<file path="src/rtl/pbus_pkg.sv">
// Shared PBus definitions: request encodings, initiator state, responder window sizes.
package pbus_pkg;

    localparam logic [1:0] PBREQ_IDLE = 2'b00;
    localparam logic [1:0] PBREQ_RD   = 2'b01;
    localparam logic [1:0] PBREQ_WR   = 2'b10;

    localparam int unsigned IROM_WORDS = 1024;
    localparam int unsigned IRAM_WORDS = 2048;

    typedef enum logic [1:0] {
        ST_IDLE,
        ST_BUS,
        ST_RESP
    } pbus_state_e;

endpackage

</file>
<file path="src/rtl/pbus_decode.sv">
// Combinational PBus address decode: maps a word address onto the IRAM/IROM windows.
module pbus_decode
    import pbus_pkg::*;
#(
    parameter logic [15:0] IROM_BASE = 16'h0000,
    parameter logic [15:0] IRAM_BASE = 16'h1000
) (
    input  logic [14:0] addr,
    output logic        sel_iram,
    output logic        sel_irom,
    output logic        unmapped
);

    localparam logic [16:0] IROM_LO    = {1'b0, IROM_BASE};
    localparam logic [16:0] IRAM_LO    = {1'b0, IRAM_BASE};
    localparam logic [16:0] IROM_BYTES = 17'(2 * IROM_WORDS);
    localparam logic [16:0] IRAM_BYTES = 17'(2 * IRAM_WORDS);

    logic [16:0] byte_addr;
    logic [16:0] irom_off;
    logic [16:0] iram_off;

    // Offsets are taken in 17 bits so an address below a base wraps far above any window size.
    always_comb begin
        byte_addr = {1'b0, addr, 1'b0};
        irom_off  = byte_addr - IROM_LO;
        iram_off  = byte_addr - IRAM_LO;
        sel_irom  = irom_off < IROM_BYTES;
        sel_iram  = iram_off < IRAM_BYTES;
        unmapped  = !sel_irom && !sel_iram;
    end

endmodule

</file>
<file path="src/rtl/pbus_initiator.sv">
// PBus master: accepts one core request, decodes it, runs one bus cycle with timeout and returns a response.
module pbus_initiator
    import pbus_pkg::*;
#(
    parameter logic [15:0] IROM_BASE = 16'h0000,
    parameter logic [15:0] IRAM_BASE = 16'h1000,
    parameter int unsigned TIMEOUT   = 16
) (
    input  logic        clk,
    input  logic        rst,
    input  logic        cpu_req_valid,
    output logic        cpu_req_ready,
    input  logic        cpu_we,
    input  logic [14:0] cpu_addr,
    input  logic [15:0] cpu_wdata,
    input  logic [1:0]  cpu_be,
    output logic        cpu_rsp_valid,
    output logic [15:0] cpu_rsp_rdata,
    output logic        cpu_rsp_err,
    output logic [14:0] PBusAddr,
    output logic [15:0] PBusData,
    output logic [1:0]  PBusBE,
    output logic [1:0]  PBusReqToIRAM,
    output logic [1:0]  PBusReqToIROM,
    input  logic [15:0] PBusDataIRAM,
    input  logic [15:0] PBusDataIROM,
    input  logic        PBusRdyIRAM,
    input  logic        PBusRdyIROM
);

    localparam logic [7:0] CNT_LAST = 8'(TIMEOUT - 1);

    pbus_state_e state_q, state_d;
    logic [7:0]  cnt_q, cnt_d;
    logic        we_q, we_d;
    logic        tgt_iram_q, tgt_iram_d;
    logic [14:0] addr_q, addr_d;
    logic [15:0] data_q, data_d;
    logic [1:0]  be_q, be_d;
    logic [1:0]  req_iram_q, req_iram_d;
    logic [1:0]  req_irom_q, req_irom_d;
    logic        rsp_valid_q, rsp_valid_d;
    logic        rsp_err_q, rsp_err_d;
    logic [15:0] rsp_rdata_q, rsp_rdata_d;

    logic        sel_iram, sel_irom, unmapped;
    logic        tgt_rdy;
    logic [15:0] tgt_data;

    pbus_decode #(
        .IROM_BASE(IROM_BASE),
        .IRAM_BASE(IRAM_BASE)
    ) u_decode (
        .addr    (cpu_addr),
        .sel_iram(sel_iram),
        .sel_irom(sel_irom),
        .unmapped(unmapped)
    );

    assign tgt_rdy  = tgt_iram_q ? PBusRdyIRAM  : PBusRdyIROM;
    assign tgt_data = tgt_iram_q ? PBusDataIRAM : PBusDataIROM;

    always_comb begin
        state_d     = state_q;
        cnt_d       = cnt_q;
        we_d        = we_q;
        tgt_iram_d  = tgt_iram_q;
        addr_d      = addr_q;
        data_d      = data_q;
        be_d        = be_q;
        req_iram_d  = req_iram_q;
        req_irom_d  = req_irom_q;
        rsp_valid_d = 1'b0;
        rsp_err_d   = 1'b0;
        rsp_rdata_d = '0;

        unique case (state_q)
            ST_IDLE: begin
                if (cpu_req_valid) begin
                    we_d   = cpu_we;
                    addr_d = cpu_addr;
                    data_d = cpu_wdata;
                    be_d   = cpu_be;
                    cnt_d  = '0;
                    // IROM is read-only, so a store there fails without touching the bus.
                    if ((sel_irom && cpu_we) || unmapped) begin
                        state_d     = ST_RESP;
                        rsp_valid_d = 1'b1;
                        rsp_err_d   = 1'b1;
                    end else begin
                        state_d    = ST_BUS;
                        tgt_iram_d = sel_iram;
                        if (sel_iram) req_iram_d = cpu_we ? PBREQ_WR : PBREQ_RD;
                        else          req_irom_d = PBREQ_RD;
                    end
                end
            end
            ST_BUS: begin
                cnt_d = cnt_q + 8'd1;
                if (tgt_rdy) begin
                    state_d     = ST_RESP;
                    req_iram_d  = PBREQ_IDLE;
                    req_irom_d  = PBREQ_IDLE;
                    rsp_valid_d = 1'b1;
                    rsp_rdata_d = we_q ? 16'h0000 : tgt_data;
                end else if (cnt_q == CNT_LAST) begin
                    state_d     = ST_RESP;
                    req_iram_d  = PBREQ_IDLE;
                    req_irom_d  = PBREQ_IDLE;
                    rsp_valid_d = 1'b1;
                    rsp_err_d   = 1'b1;
                end
            end
            ST_RESP: state_d = ST_IDLE;
            default: state_d = ST_IDLE;
        endcase
    end

    always_ff @(posedge clk) begin
        if (rst) begin
            state_q     <= ST_IDLE;
            cnt_q       <= '0;
            we_q        <= 1'b0;
            tgt_iram_q  <= 1'b0;
            addr_q      <= '0;
            data_q      <= '0;
            be_q        <= '0;
            req_iram_q  <= PBREQ_IDLE;
            req_irom_q  <= PBREQ_IDLE;
            rsp_valid_q <= 1'b0;
            rsp_err_q   <= 1'b0;
            rsp_rdata_q <= '0;
        end else begin
            state_q     <= state_d;
            cnt_q       <= cnt_d;
            we_q        <= we_d;
            tgt_iram_q  <= tgt_iram_d;
            addr_q      <= addr_d;
            data_q      <= data_d;
            be_q        <= be_d;
            req_iram_q  <= req_iram_d;
            req_irom_q  <= req_irom_d;
            rsp_valid_q <= rsp_valid_d;
            rsp_err_q   <= rsp_err_d;
            rsp_rdata_q <= rsp_rdata_d;
        end
    end

    assign cpu_req_ready = (state_q == ST_IDLE);
    assign cpu_rsp_valid = rsp_valid_q;
    assign cpu_rsp_err   = rsp_err_q;
    assign cpu_rsp_rdata = rsp_rdata_q;
    assign PBusAddr      = addr_q;
    assign PBusData      = data_q;
    assign PBusBE        = be_q;
    assign PBusReqToIRAM = req_iram_q;
    assign PBusReqToIROM = req_irom_q;

endmodule

</file>
<file path="config.mk">
export PLATFORM = sky130hd
export DESIGN_NAME = pbus_initiator
export DESIGN_NICKNAME = d
export VERILOG_FILES = /design/src/rtl/pbus_pkg.sv /design/src/rtl/pbus_decode.sv /design/src/rtl/pbus_initiator.sv
export SDC_FILE = /design/constraint.sdc
export NUM_CORES = 1
export LEC_CHECK = 0
export CAP_MARGIN = 20
export CORE_MARGIN = 5
export CORE_UTILIZATION = 40
export DETAILED_ROUTE_END_ITERATION = 10
export DONT_BUFFER_PORTS = 1
export PLACE_DENSITY_LB_ADDON = 0.12
export SLEW_MARGIN = 0
export SYNTH_ARGS = -nofsm -noshare
export SYNTH_HDL_FRONTEND = slang
export SYNTH_SLANG_ARGS = --single-unit
</file>
<file path="constraint.sdc">
create_clock -name clk -period 1.8 [get_ports clk]
set_input_delay 0.36 -clock clk [delete_from_list [all_inputs] [get_ports clk]]
set_output_delay 0.36 -clock clk [all_outputs]
set_load 0.02 [all_outputs]
</file>
## After elaboration in Yosys (flattened, before gate mapping)

Index checks and enable logic that the tools add are counted.

- Register bits: 67
- Logic and storage cells: 67

- Eq/ne operators: 7
- $lt $le $gt $ge: 2
- Muxes and demuxes: 27
- Reductions and logical operators: 14
- Add/sub/neg operators: 2
- Bitwise logic cells: 3

Operators with widths:

| cell | number |
|---|---|
| 2-bit 2-to-1 mux | 13 |
| 17-bit by 13-bit < comparator with 1-bit output, second input constant | 1 |
| 16-bit by 13-bit subtractor with 17-bit output, second input constant | 1 |
| 16-bit by 12-bit < comparator with 1-bit output, second input constant | 1 |
| 16-bit 2-to-1 mux | 1 |
| 8-bit one-hot mux with 2 select lines | 1 |
| 2-bit one-hot mux with 2 select lines | 3 |
| 5-bit AND reduction | 2 |
| 8-bit by 1-bit adder with 8-bit output, second input constant | 1 |
| 8-bit by 4-bit equality test with 1-bit output, second input constant | 1 |
| 8-bit 2-to-1 mux | 1 |
| 1-bit 2-to-1 mux | 6 |
| 2-bit inequality test, second input constant | 3 |
| 2-bit AND reduction | 3 |
| 1-bit one-hot mux with 2 select lines | 2 |
| 4-bit OR reduction | 1 |
| 3-bit inequality test, second input constant | 1 |
| 1-bit NOT | 3 |
| 3-bit AND reduction | 1 |
| 2-bit by 1-bit equality test with 1-bit output, second input constant | 1 |
| 1-bit logical AND | 2 |
| 1-bit zero test | 2 |
| 2-bit zero test | 1 |
| 2-bit by 1-bit inequality test with 1-bit output, second input constant | 1 |
| 2 further kinds | 2 |

## Depth between registers and ports, before layout

- Depth after elaboration: 8
- Mapped depth: 6

## Modules after synthesis

From an unflattened synthesis, not the netlist that was laid out.

- Cells, all modules: 305
- Area, all modules: 2603.7 um2

By module, submodules not included:

| module | cells an instance | times used | area an instance (um2) |
|---|---|---|---|
| pbus_initiator | 295 | 1 | 2511.2 |
| pbus_decode | 10 | 1 | 92.6 |

## Worst setup path before layout

Ideal clock, no wire load.

- Path type: input-to-reg
- Start: input port cpu_addr[11]
- End: register req_iram_q[0], in the netlist PBusReqToIRAM[0]
- Setup slack: 172 ps
- Required time: 1679 ps
- Buffers on the path: 0
- Arrival time: 1507 ps
- Library setup time: 121 ps
- Cell stages on the path: 6
- Path through: inv_1 > ha_1 > xor2_1 > nor3_1 > o311ai_1 > mux2_2

- Word-level cells in the longest chain between the ends: 7
- Elaborated cells on any way between the ends: 11
- Those cells by class: add/sub: 1; order compare: 2; eq/ne: 2; reduce/logical: 6

Ends and longest elaborated chain:

| element | line | source |
|---|---|---|
| from (decl) | pbus_initiator.sv:14 | `input logic [14:0] cpu_addr,` |
| 16-bit by 13-bit subtractor with 17-bit output | pbus_decode.sv:27 | `iram_off = byte_addr - IRAM_LO;` |
| 17-bit by 13-bit < comparator with 1-bit output | pbus_decode.sv:29 | `sel_iram = iram_off < IRAM_BYTES;` |
| 1-bit zero test | pbus_decode.sv:30 | `unmapped = !sel_irom && !sel_iram;` |
| 1-bit logical AND | pbus_decode.sv:30 |  |
| 1-bit logical OR | pbus_initiator.sv:86 | `if ((sel_irom && cpu_we) \|\| unmapped) begin` |
| 2-bit inequality test (no source line) | - |  |
| 5-bit AND reduction (no source line) (*) | - |  |
| to (signal assigned) | pbus_initiator.sv:141 | `req_iram_q <= req_iram_d;` |
| to (decl) | pbus_initiator.sv:40 | `logic [1:0] req_iram_q, req_iram_d;` |

Every way passes the cells marked *; elsewhere a longest branch is shown, timed or not.
A chain may end at the register's enable or synchronous reset.

## Worst setup path in the final report

- Start: register cnt_q[4]
- End: register req_iram_q[0], in the netlist PBusReqToIRAM[0]

- Word-level cells in the longest chain between the ends: 3

Ends and longest elaborated chain:

| element | line | source |
|---|---|---|
| from (decl) | pbus_initiator.sv:34 | `logic [7:0] cnt_q, cnt_d;` |
| from (signal assigned) | pbus_initiator.sv:135 | `cnt_q <= cnt_d;` |
| 8-bit by 4-bit equality test with 1-bit output | pbus_initiator.sv:106 | `end else if (cnt_q == CNT_LAST) begin` |
| 3-bit inequality test (no source line) | - |  |
| 5-bit AND reduction (no source line) | - |  |

No other way between the ends.

==> metrics.md <==
| Metric | Value |
|---|---|
| Outcome | `finished clean` |
| Via density | `5.24` |
| CP max-delay cell | `or4_4` |
| Final worst-path cycle share | `89.1%` |
| CTS Buffer Depth | `2` |
| Fin crit period | `1600 ps` |
| Post-synth net total | `374` |
| First-pass GRT wire length | `9900 microns` |
| Crit path from | `cnt_q[4]` |
| Initial DRT Pass Iterations | `4` |
| RR Startpoint | `cnt_q[4]` |
| Reg-to-Reg End | `PBusReqToIRAM[0]` |
| Critical Path AT | `1820 ps` |
| TritonCTS Sinks | `66` |
| Setup Crit Path Kind | `reg2reg` |
| Proportion of synthesized flip-flops having asynchronous set or reset | `0%` |
| Die W | `90.5 microns` |
| Main synth FF type | `dfxtp_1` |
| Hold Buf Count CTS | `0` |
| Post-synthesis cell area | `2590 sq um` |
| Buffer and inverter count on the worst path | `0` |
| CTS clk-pin slew, worst paths | `70 ps` |
| F_max | `0.624 GHz` |
| Routed wire length | `5990 microns` |
| Initial antenna violation count | `0` |
| Setup Viol. Count Final | `0` |
| Critical Path RT | `2020 ps` |
| Die height | `90.5 microns` |
| Sequential area share after synthesis | `50.9%` |
| Final Hold Viols | `0` |
| Routed WL per cell | `15.6 microns` |
| CTS H-tree depth | `3` |
| Largest net degree at the start of global routing | `54` |
| Post-CTS setup buffer count | `0` |
| Drt drc | `0` |
| Final #Nets | `377` |
| Detailed Route Iter0 Violations | `91` |
| Core area | `6310 sq um` |
| Register-to-Register Path Depth | `4` |
| Setup TNS | `0 ps` |
| Root buf cell | `clkbuf_8` |
| P per Cell Area | `1020 nW/um^2` |
| CP Max Fanout | `6` |
| Clk_lat worst skew | `330 ps` |
| End of the critical path | `PBusReqToIRAM[0]` |
| Slowest cell delay on critical path | `540 ps` |
| Boundary Pins | `127` |
| CP top delay family | `simple AND/OR/NAND/NOR gates` |
| Row count | `29` |
| Gpl congestion | `0.744` |
| RSZ-0062 raised after global routing | `no` |
| Antenna cells | `0` |
| Worst min-delay path category | `in2reg` |
| CTS tree | `done` |
| Hpwl dp | `4250 microns` |
| GRT Total Usage | `14.8%` |
| Yosys warnings | `0` |
| Critical path depth | `4` |
| Cts bufs inserted | `9` |
| FF+latch count, synth | `66` |
| Final Skew | `7.50 ps` |
| Final Max Slew Viols | `0` |
| Mapped Cells | `300` |
| Final ANT Viol Nets | `0` |
| Leak | `0.00106 uW` |
| Worst vdd ir | `450 uV` |
| CP Launch Type | `flop` |
| Initial Util | `41.1%` |
| Vias in the first global route | `2,045` |
| Total global routing overflow | `0` |
| PortBufs | `0` |
| Area delta synth->final | `9.88%` |
| Most common cell after layout, fill and taps aside | `nand2_1` |
| Syn avg cell area | `8.65 sq um` |
| Crit-path cells | `or4_4 > o211ai_2 > o311ai_1 > mux2_2` |
| Post-synth EDFFs | `0` |
| Die Area | `8200 sq um` |
| Most frequent cells in the layout | `nand2_1 (73), dfxtp_1 (66), a21oi_1 (38), nor2_1 (30), mux2i_1 (18)` |
| Via count | `2,019` |
| CP Capture Type | `flop` |
| Fraction of layout cells with a size suffix above 1 | `11.4%` |
| Max Cap Violations | `0` |
| R2R setup slack | `200 ps` |
| Fin util | `45.2%` |
| Netlist cell types | `38` |
[timing repair]
item | CTS | global route
endpoints found under the setup margin | 0 | 1
endpoints found under the hold margin | 0 | 0
resized for setup | 0 | 1
[cell usage after synthesis, types with 4 or more instances]
cell       n  area [sq um]
nand2_1   73           274
dfxtp_1   66          1320
a21oi_1   38           190
nor2_1    30           113
mux2i_1   18           180
clkbuf_1  11          41.3
nand3_1    7          35.0
buf_2      5          25.0
mux2_2     5          56.3
a22oi_1    4          30.0
[worst min-delay path by stage]
stage	cells after the start	slack (ps)	to	startpoint
detailed placement	1	440	we_q	rst
global placement	1	440	PBusAddr[10]	rst
global route	1	70	PBusAddr[5]	rst
finish	1	100	PBusData[11]	rst
floorplan	2	430	we_q	we_q
CTS	1	80	PBusAddr[2]	rst
[state kept, by name, indices dropped and copies added (netlist names)]
name	flops
PBusData	16
cpu_rsp_rdata	16
PBusAddr	15
cnt_q	8
PBusBE	2
PBusReqToIRAM	2
state_q	2
PBusReqToIROM	1
cpu_rsp_err	1
cpu_rsp_valid	1
tgt_iram_q	1
we_q	1
[logic make-up (layout without fill, tap and decap cells)]
| family | after synthesis | after routing | share of synthesized area (%) |
|---|---|---|---|
| and+or+nand+nor | 130 | 130 | 21.9 |
| DFF | 66 | 66 | 50.9 |
| AOI/OAI and AO/OA | 53 | 53 | 11.8 |
| muxes | 23 | 23 | 9.11 |
| buffers and inverters | 23 | 31 | 4.29 |
| adders and majority gates | 3 | 3 | 1.45 |
| other | 1 | 1 | 0.145 |
| xor gates and xnor gates | 1 | 1 | 0.338 |
[routing by layer]
metal | vias to the layer above | share of wire [%] | track usage (%)
met5 | - | 0 | 0
met4 | 0 | 1.5 | 6.70
met3 | 9 | 13 | 7.75
met2 | 99 | 43 | 22.5
met1 | 902 | 43 | 17.1
li1 | 1009 | - | -
[final cells by class]
class,instances,area [sq um]
clock buffers,13,149
clock inverters,3,15.0
fillers,639,3460
inverters,3,11.3
multi-input cells,211,1170
flip-flops and latches,66,1320
well taps,77,96.3
repair buffers,12,90.1
[report_power, final]
group          switching (uW)  total [uW]  leakage (uW)  internal [uW]
registers                 110        1630      0.000538           1520
logic                     126         213      0.000434           86.8
clock network             519        1050     0.0000872            532
total                     754        2900       0.00106           2140
[per-stage QoR]
step                      power (uW)  hold WS (ps)  cells  setup slack (ps)  area [sq um]
after global routing            3060          72.1    385              29.9          2850
final                           2900           105    385               197          2850
after CTS                       2950          77.7    385               111          2850
after global placement          1880           438    369              65.5          2690
after detailed placement        1880           440    369              8.32          2690
after floorplan                 1840           431    300               172          2590
Power figures use the tool's default switching activity.
